**src/rtl/rr_output_arbiter.sv**
```systemverilog
// Round-robin arbiter for one router output port: next-hop decode, rotating priority, crossbar select.
// Optional wormhole packet lock via RR_ARB_PKT_LOCK_EN (undefined: per-flit arbitration).
module rr_output_arbiter #(
    parameter int unsigned                NUM_PORTS    = 5,
    parameter int unsigned                ADDR_W       = 3,
    parameter logic [ADDR_W-1:0]          PORT_ID      = ADDR_W'(2),
    parameter logic [NUM_PORTS-1:0]       EXCLUDE_MASK = NUM_PORTS'(4),
    parameter int unsigned                IDX_W        = $clog2(NUM_PORTS)
) (
    input  logic                          clk,
    input  logic                          reset,
    input  logic [NUM_PORTS*ADDR_W-1:0]   nexthop_addr_i,
    input  logic [NUM_PORTS-1:0]          req_valid_i,
    input  logic [NUM_PORTS-1:0]          req_tail_i,
    input  logic                          out_ready_i,
    output logic [NUM_PORTS-1:0]          grant_o,
    output logic [IDX_W-1:0]              grant_idx_o,
    output logic                          grant_valid_o,
    output logic                          xfer_o
);

    typedef enum logic {
        IDLE  = 1'b0,
        GRANT = 1'b1
    } state_t;

    state_t                 state_q;
    state_t                 state_d;
    logic [IDX_W-1:0]       ptr_q;
    logic [NUM_PORTS-1:0]   elig;
    logic                   win_found;
    logic [IDX_W-1:0]       win_idx;
    logic [IDX_W-1:0]       ptr_next;
    logic [IDX_W-1:0]       cand;
    logic                   load;
    logic                   rel_c;

    // Per-port eligibility: valid, addressed to this output, not excluded
    always_comb begin
        elig = '0;
        for (int k = 0; k < NUM_PORTS; k++) begin
            elig[k] = req_valid_i[k]
                    & (nexthop_addr_i[k*ADDR_W +: ADDR_W] == PORT_ID)
                    & ~EXCLUDE_MASK[k];
        end
    end

    // Rotating-priority search starting at ptr_q, wrapping modulo NUM_PORTS
    always_comb begin
        win_found = 1'b0;
        win_idx   = '0;
        cand      = '0;
        for (int i = 0; i < NUM_PORTS; i++) begin
            cand = IDX_W'((32'(ptr_q) + 32'(i)) % NUM_PORTS);
            if (!win_found && elig[cand]) begin
                win_found = 1'b1;
                win_idx   = cand;
            end
        end
        ptr_next = IDX_W'((32'(win_idx) + 32'd1) % NUM_PORTS);
    end

    // Flit moves only when the held port has data and downstream accepts; never in a reset cycle
    assign xfer_o = grant_valid_o & (|(grant_o & req_valid_i)) & out_ready_i & reset;

`ifdef RR_ARB_PKT_LOCK_EN
    assign rel_c = xfer_o & (|(grant_o & req_tail_i));
`else
    // Tail marker has no meaning when every flit re-arbitrates
    logic unused_tail;
    assign unused_tail = ^req_tail_i;
    assign rel_c       = xfer_o;
`endif

    always_comb begin
        state_d = state_q;
        load    = 1'b0;
        case (state_q)
            IDLE: begin
                if (win_found) begin
                    state_d = GRANT;
                    load    = 1'b1;
                end
            end
            GRANT: begin
                if (rel_c) begin
                    if (win_found) begin
                        load = 1'b1;
                    end else begin
                        state_d = IDLE;
                    end
                end
            end
            default: state_d = IDLE;
        endcase
    end

    always_ff @(posedge clk) begin
        if (!reset) begin
            state_q       <= IDLE;
            ptr_q         <= '0;
            grant_o       <= '0;
            grant_idx_o   <= '0;
            grant_valid_o <= 1'b0;
        end else begin
            state_q <= state_d;
            if (load) begin
                grant_o       <= NUM_PORTS'(1) << win_idx;
                grant_idx_o   <= win_idx;
                grant_valid_o <= 1'b1;
                ptr_q         <= ptr_next;
            end else if (state_d == IDLE) begin
                grant_o       <= '0;
                grant_idx_o   <= '0;
                grant_valid_o <= 1'b0;
            end
        end
    end

endmodule

```
**config.mk**
```make
export PLATFORM = sky130hd
export DESIGN_NAME = rr_output_arbiter
export DESIGN_NICKNAME = d
export VERILOG_FILES = /design/src/rtl/rr_output_arbiter.sv
export SDC_FILE = /design/constraint.sdc
export NUM_CORES = 1
export LEC_CHECK = 0
export BUFFER_PORTS_ARGS = -buffer_cell sky130_fd_sc_hd__buf_2
export CAP_MARGIN = 20
export CORE_ASPECT_RATIO = 1.4
export CORE_MARGIN = 3
export CORE_UTILIZATION = 55
export CTS_BUF_LIST = sky130_fd_sc_hd__clkbuf_4 sky130_fd_sc_hd__clkbuf_8 sky130_fd_sc_hd__clkbuf_16
export DETAILED_ROUTE_END_ITERATION = 6
export PLACE_DENSITY = 0.83
export SYNTH_ARGS = -nofsm -noshare
export SYNTH_HDL_FRONTEND = slang
export SYNTH_SLANG_ARGS = --single-unit
```
**constraint.sdc**
```tcl
create_clock -name clk -period 6.1 [get_ports clk]
set_clock_uncertainty 0.1 [all_clocks]
set_input_delay 0.61 -clock clk [delete_from_list [all_inputs] [get_ports clk]]
set_output_delay 0.61 -clock clk [all_outputs]
set_load 0.1 [all_outputs]
```
Word level (Yosys, flattened, before mapping):

Index checks and enable logic that the tools add are counted.

* $add $sub $neg: 5
* div/mod/pow operators: 6
* $lt $le $gt $ge: 5
* equal/unequal tests: 5
* shift operators: 1
* multiplexer cells: 31
* bitwise operators: 9
* reduce and logical (&&, ||, !) cells: 9

Operators by type and width (number)
* $mod 32x3->32 const B: 5
* $mod 3x3->32 const B: 1
* $mux 3: 7
* $lt 3x4->1 const B: 5
* $bmux 1 s3: 5
* $mux 1: 15
* $eq 3x2->1 const B: 4
* $mux 5: 2
* $add 3x1->4 const B: 2
* $add 3x2->4 const B: 2
* $and 1x1->1: 7
* $and 5x5->5: 1
* $reduce_or 5->1: 1
* $shl 1x3->5 const A: 1
* $add 3x3->4 const B: 1
* $logic_and 1x1->1: 4
* $logic_not 1->1: 4
* $pmux 1 s2: 2
* $ne 2x1->1 const B: 1
* $not 1->1: 1

* register bits after elaboration: 13
* bits of input ports: 28

Logic depth before layout (Yosys ltp):

Gate-level depths: netlist of run 1.

* depth after elaboration: 22
* gate-level depth with buffers: 26
* depth with buffers taken out: 24

Worst setup path after synthesis of run 1:

OpenSTA, ideal clock, no wires.

* path type: register to register
* start: reg ptr_q[0]
* end: reg ptr_q[1]
* arrival time: 4958 ps
* required time: 5886 ps
* path slack: 929 ps
* stages on the path, launching flop included: 25
* path buffers: 2
* cell sequence: dfxtp_1 > inv_1 > clkbuf_1 > ha_1 > inv_1 > ha_1 > clkbuf_1 > inv_1 > ha_1 > o21ai_1 > o221a_2 > a21oi_1 > mux2i_1 > o32ai_1 > a22oi_1 > o21a_1 > nor2_1 > inv_1 > ha_1 > ha_1 > a21oi_1 > inv_1 > nand3_1 > mux2i_1 > a21o_1

* word-level cells in the longest chain between the ends: 19
* elaborated cells on any way between the ends: 42

Ends and longest elaborated chain
* start, declared: RTL line 29 `logic [IDX_W-1:0] ptr_q;`
* start signal, assigned: RTL line 111 `ptr_q <= ptr_next;`
* parallel branches: the longest is 19 deep, another holds $mod 32x3->32

Parallel ways; which one is timed is not known. The select of a mux whose other input is x is not followed.
A chain may end at the register's enable or synchronous reset.

Final worst setup path of run 1:

* start: reg ptr_q[1]
* end: reg ptr_q[1]

The elaborated chain is that of the path after synthesis.

==> impl_metrics.py, run 1 <==
metrics = {
    "finish": {
        "drive_gt1_frac": 0.182,
        "final_common_cell": "buf_2",
        "area_growth_pct": 8.88,
        "final_cell_mix": "buf_2, a21oi_1, nand2_1",
        "diodes": 0,
        "nets": 384,
    },
    "detailed_routing": {
        "wire_per_inst_um": 17.1,
        "firstDrtPassIters": 5,
        "drt_iter0_drc": 176,
        "drc": 0,
        "via_per_inst": 6.83,
        "antenna_left": 0,
        "vias": 2580,
        "routed_wl_um": 6480,
    },
    "pwr": {
        "power_density_nw_per_um2": 474,
        "ir_worst_vdd_mv": 0.434,
        "switching_share": 0.566,
        "p_leak_nw": 1.13,
        "pwr-share-comb": 0.832,
        "p_int_uw": 536,
        "p_clk_frac": 0.065,
        "p_switching_uw": 700,
        "p_seq_frac": 0.103,
    },
    "min_path": {
        "min_from": "state_q",
        "worstHoldPathCells": 1,
        "hp-class": "register to register",
        "whs_endpoint": "grant_valid_o",
    },
    "critical_path": {
        "critPathRequiredTime_ns": 6.14,
        "regToRegEndpoint": "ptr_q[1]",
        "startpoint_type": "register",
        "timing.reg2reg.setup_slack_ns": 0.67,
        "timing.rr.start": "ptr_q[1]",
        "worstSetupEndpointType": "register",
        "arrival_ns": 5.48,
        "crit_fanout": 11,
        "crit_type": "register to register",
        "reg2regPathDepth": 22,
    },
    "synthesis": {
        "syn_area_um2": 2390,
        "async_flop_share": 0,
        "ys_seq_area_frac": 0.109,
        "synth_edf_count": 0,
        "synth_flop_cell": "dfxtp_1",
        "syn_nets": 360,
        "ys.warnings.count": 0,
        "yosys.area.top_type_share": 0.109,
        "ys_types": 72,
        "postSynthAreaPerCell_um2": 7.68,
        "synth-seq-cells": 13,
        "postSynthCellCount": 312,
        "synth_top_cell_by_area": "dfxtp_1",
        "synthTopCellsByArea": "dfxtp_1, ha_1, a21oi_1, mux2i_1, nand2_1",
    },
    "global_route": {
        "overflow": 0,
        "grt_pass1_wl_um": 10600,
        "grt_pass1_vias": 2368,
        "antenna_found_initial": 0,
        "grt_max_degree": 25,
        "grt_use_total": 0.257,
    },
    "sta": {
        "timing.setup.tns_ns": 0,
        "fin_hold_ws_ns": 0.327,
        "period_share": 0.891,
        "finalSetupViolations": 0,
        "worst_slew_pin_slew_ns": 0.896,
        "grt_setup_unrepaired": "false",
        "relSlewSlack": 0.394,
        "slew_violations": 0,
        "fmax_mhz": 184,
        "finalHoldViolCount": 0,
        "fin_crit_ns": 5.43,
    },
    "place": {
        "io_buffers": 29,
        "finalWeightedCongestion": 0.929,
        "dp_hpwl_um": 4970,
    },
    "clock_tree": {
        "path_clk_slew_ns": 0.05,
        "cts_tree": "yes",
        "cts_root_buf": "clkbuf_8",
        "cts_made_buffers": 3,
        "cts_hold_buf": 0,
        "clk_latency_ns": 0.25,
        "clk_path_buf_depth": 2,
        "cts.htree.levels": 1,
        "cts_setup_buffers": 0,
        "cts_resized": 0,
        "cts_num_sinks": 13,
    },
    "die": {
        "rows": 27,
        "dieArea_um2": 5190,
        "ios": 38,
        "start_util": 0.591,
        "core_um2": 4050,
        "die_w_um": 61.8,
        "die_y_um": 84.1,
    },
    "run_status": {
        "status": "finished, final reports clean",
    },
    "flow_run": {
        "maxCapViolCount": 0,
    },
}
-- cells in the mapped netlist, types with 3 or more instances --
cell and n:
xnor2_1 7, or4_1 3, nor2_1 12, o21ai_0 14, a31oi_1 3, a211o_1 3
a22oi_1 3, a222oi_1 3, nor4bb_1 5, a211oi_1 3, mux2i_1 10, nand2_1 22
nor2b_1 4, a21oi_1 23, o221ai_1 3, mux2_2 5, o211a_1 5, nand3b_1 3
and2_1 5, and3_1 3, o211ai_1 9, dfxtp_1 13, nand3_1 5, nor3_1 10
o21ai_1 4, inv_1 18, or3_1 3, ha_1 20, clkbuf_1 8, a21o_1 3
buf_2 6, nand2b_1 10, a311oi_1 3, o31ai_1 3, o21a_1 7
-- power by group through the flow --
| stage | Sequential (mW) | Clock, mW | Combinational [mW] |
|---|---|---|---|
| 3_5_place_dp | 0.127 | 0 | 1.01 |
| 2_1_floorplan | 0.258 | 0 | 0.709 |
| 5_1_grt | 0.129 | 0.0850 | 1.12 |
| 3_3_place_gp | 0.126 | 0 | 0.982 |
| 4_1_cts | 0.127 | 0.0816 | 1.01 |
| 6_report | 0.127 | 0.0806 | 1.03 |
-- area by class of cell --
class                           instances  area [um^2]
Sequential cell                        13          260
Tap cell                               43         53.8
Multi-Input combinational cell        262         1970
Clock buffer                            4         48.8
Timing Repair Buffer                   36          198
Fill cell                             366         1450
Inverter                               20         75.1
-- per-layer routing --
layer,wire length (um),GRT usage
met2,3400,0.443
met1,2550,0.299
met3,258,0.0263
met5,0,0
met4,272,0.122
-- registers in the layout, summed over array words and instances, names as in the netlist --
name           count
grant_valid_o      1
grant_o            5
ptr_q              3
grant_idx_o        3
state_q            1
-- kinds of logic after synthesis --
logic type,count (synthesis),share of synthesized area
AO/OA/AOI/OAI,114,0.347
XOR/XNOR,8,0.0293
adder cells (fa/ha/maj),20,0.104
buffers and inverters,37,0.0679
flip-flops,13,0.109
multiplexers,18,0.0904
AND/OR/NAND/NOR,102,0.252
-- through the flow --
stage / setup slack, ns / area (um^2) / std cells / util / power, mW
3_5_place_dp: 0.726 / 2560 / 374 / 0.631 / 1.13
3_3_place_gp: 0.859 / 2560 / 374 / 0.631 / 1.11
6_report: 0.665 / 2610 / 378 / 0.643 / 1.24
4_1_cts: 0.697 / 2610 / 378 / 0.643 / 1.22
5_1_grt: 0.259 / 2610 / 378 / 0.643 / 1.34
2_1_floorplan: 0.929 / 2390 / 312 / - / 0.967
-- worst max-delay path: stages, from the launching register on --
cell and delay [ns]:
dfxtp_1 0.31, inv_1 0.27, ha_1 0.35, inv_1 0.07, ha_1 0.46, inv_1 0.10
ha_1 0.32, o21ai_1 0.07, o221a_2 0.32, a21oi_1 0.35, mux2i_1 0.18, o32ai_1 0.48
a22oi_1 0.16, o21a_1 0.23, nor2_1 0.30, inv_1 0.12, ha_1 0.23, ha_1 0.29
a21oi_1 0.20, inv_1 0.10, nand3_1 0.09, mux2i_1 0.07, a21o_1 0.16
-- worst max-delay path by stage --
| stage | from | to | slack, ns | cells past startpoint |
|---|---|---|---|---|
| 4_1_cts | ptr_q[1] | ptr_q[1] | 0.70 | 22 |
| 5_1_grt | ptr_q[1] | ptr_q[1] | 0.26 | 22 |
| 3_3_place_gp | ptr_q[1] | ptr_q[1] | 0.86 | 22 |
| 6_report | ptr_q[1] | ptr_q[1] | 0.67 | 22 |
| 3_5_place_dp | ptr_q[1] | ptr_q[1] | 0.73 | 22 |
| 2_1_floorplan | ptr_q[0] | ptr_q[1] | 0.93 | 24 |
Note: power is estimated with default switching activity, not from simulation.
==> inputs of run 2 (changes only) <==
- CORE_UTILIZATION: 55 -> 33
- PLACE_DENSITY: 0.83 -> 0.56
==> run 2 against run 1 <==
Effect of this change: global-route usage down 9.6 points; total power down 0.62%; largest power group unchanged; sequential cell count unchanged.
==> impl_metrics.py, run 2 (synthesis gave the netlist of run 1 again) <==
metrics = {
    "die": {
        "ios": 38,
        "die_w_um": 78.0,
        "core_um2": 7030,
        "die_y_um": 107,
        "start_util": 0.341,
        "rows": 36,
        "dieArea_um2": 8330,
    },
    "sta": {
        "finalHoldViolCount": 0,
        "fin_hold_ws_ns": 0.333,
        "fin_crit_ns": 5.46,
        "period_share": 0.895,
        "fmax_mhz": 183,
        "finalSetupViolations": 0,
        "timing.setup.tns_ns": 0,
        "slew_violations": 0,
        "worst_slew_pin_slew_ns": 1.02,
        "grt_setup_unrepaired": "false",
        "relSlewSlack": 0.308,
    },
    "pwr": {
        "power_density_nw_per_um2": 457,
        "p_seq_frac": 0.102,
        "p_clk_frac": 0.065,
        "p_int_uw": 536,
        "total_power_mw": 1.23,
        "p_switching_uw": 692,
        "p_leak_nw": 1.15,
        "switching_share": 0.563,
        "pwr-share-comb": 0.833,
        "ir_worst_vdd_mv": 0.373,
    },
    "critical_path": {
        "crit_path_cell_trace": "inv_1, ha_1, inv_1, ha_1, inv_1, ha_1, o21ai_1, o221a_2, a21oi_1, mux2i_1, o32ai_1, a22oi_1, o21a_1, nor2_1, inv_1, ha_1, ha_1, a21oi_1, inv_1, nand3_1, mux2i_1, a21o_1",
        "crit_fanout": 11,
        "startpoint_type": "register",
        "timing.rr.start": "ptr_q[1]",
        "critPathRequiredTime_ns": 6.14,
        "critical-path-top-delay-family": "compound AO/OA/AOI/OAI gates",
        "crit_type": "register to register",
        "worstSetupEndpointType": "register",
        "crit_slowest_cell": "o32ai_1",
        "cp.depth": 22,
        "timing.reg2reg.setup_slack_ns": 0.64,
        "arrival_ns": 5.50,
        "reg2regPathDepth": 22,
        "critPathMaxStageDelay_ns": 0.51,
        "regToRegEndpoint": "ptr_q[1]",
        "worst-path-buf-inv": 5,
    },
    "global_route": {
        "grt_pass1_wl_um": 11000,
        "antenna_found_initial": 0,
        "overflow": 0,
        "grt_max_degree": 25,
        "grt_pass1_vias": 2315,
        "grt_use_total": 0.161,
    },
    "detailed_routing": {
        "drc": 0,
        "routed_wl_um": 6700,
        "antenna_left": 0,
        "via_per_inst": 5.77,
        "wire_per_inst_um": 15.5,
        "firstDrtPassIters": 4,
        "drt_iter0_drc": 167,
        "vias": 2493,
    },
    "clock_tree": {
        "cts_num_sinks": 13,
        "cts_hold_buf": 0,
        "clk_latency_ns": 0.24,
        "cts_setup_buffers": 0,
        "cts_root_buf": "clkbuf_8",
        "cts_tree": "yes",
        "clk_path_buf_depth": 2,
        "cts_resized": 0,
        "path_clk_slew_ns": 0.05,
        "cts_made_buffers": 3,
        "cts.htree.levels": 1,
    },
    "finish": {
        "final_common_cell": "buf_2",
        "area_growth_pct": 12.2,
        "n_fill_cell": 776,
        "multiInputGateArea_um2": 1970,
        "largest_register_ffs": 5,
        "top_register": "grant_o",
        "stdcell_count": 432,
        "seqCellArea_um2": 260,
        "diodes": 0,
        "drive_gt1_frac": 0.187,
        "reg_top3": "grant_o (5), grant_idx_o (3), ptr_q (3)",
        "nets": 386,
        "final_cell_mix": "buf_2, a21oi_1, nand2_1",
    },
    "min_path": {
        "worstHoldPathCells": 1,
        "min_from": "state_q",
        "whs_endpoint": "grant_valid_o",
        "hp-class": "register to register",
    },
    "flow_run": {
        "maxCapViolCount": 0,
    },
    "place": {
        "io_buffers": 29,
        "finalWeightedCongestion": 0.854,
        "dp_cells": 428,
        "dp_hpwl_um": 5280,
    },
    "run_status": {
        "status": "finished, final reports clean",
    },
}
[run 2: metal layers]
metal,routed length (um),GRT usage,vias to the layer above
met5,0,0,-
met4,215,0.0663,0
met3,197,0.00756,18
met2,3490,0.290,44
met1,2800,0.197,1177
li1,-,-,1254
[run 2: area by class of cell]
| cell class | count | share of cell area |
|---|---|---|
| Inverter | 20 | 0.0279 |
| Sequential cell | 13 | 0.0968 |
| Tap cell | 95 | 0.0442 |
| Multi-Input combinational cell | 262 | 0.734 |
| Clock buffer | 4 | 0.0182 |
| Timing Repair Buffer | 38 | 0.0791 |
[run 2: power groups by stage]
stage	clock [mW]	sequential [mW]	combinational, mW
6_report	0.0798	0.126	1.02
5_1_grt	0.0868	0.129	1.13
4_1_cts	0.0816	0.126	1.02
3_5_place_dp	0	0.128	1.02
3_3_place_gp	0	0.127	1.00
2_1_floorplan	0	0.258	0.709
[run 2: worst reg2reg max path: cells and delay by family, from the launching register on]
kind,cells,cell delay (ns)
AOI/OAI and AO/OA,8,2.01
adders and majority gates,5,1.66
buffers and inverters,5,0.65
DFF,1,0.31
muxes,2,0.25
and+or+nand+nor,2,0.37
[run 2: how the worst max path moves through the flow]
stage / start / endpoint
after floorplan: ptr_q[0] / ptr_q[1]
after global placement: ptr_q[1] / ptr_q[1]
after detailed placement: ptr_q[1] / ptr_q[1]
after CTS: ptr_q[1] / ptr_q[1]
after global routing: ptr_q[1] / ptr_q[1]
final: ptr_q[1] / ptr_q[1]
[run 2: per-stage QoR]
| step | utilization | setup slack [ns] | area (um^2) |
|---|---|---|---|
| 2_1_floorplan | - | 0.929 | 2390 |
| 5_1_grt | 0.382 | 0.0668 | 2690 |
| 3_3_place_gp | 0.376 | 0.760 | 2640 |
| 3_5_place_dp | 0.376 | 0.647 | 2640 |
| 6_report | 0.382 | 0.639 | 2690 |
| 4_1_cts | 0.382 | 0.606 | 2690 |
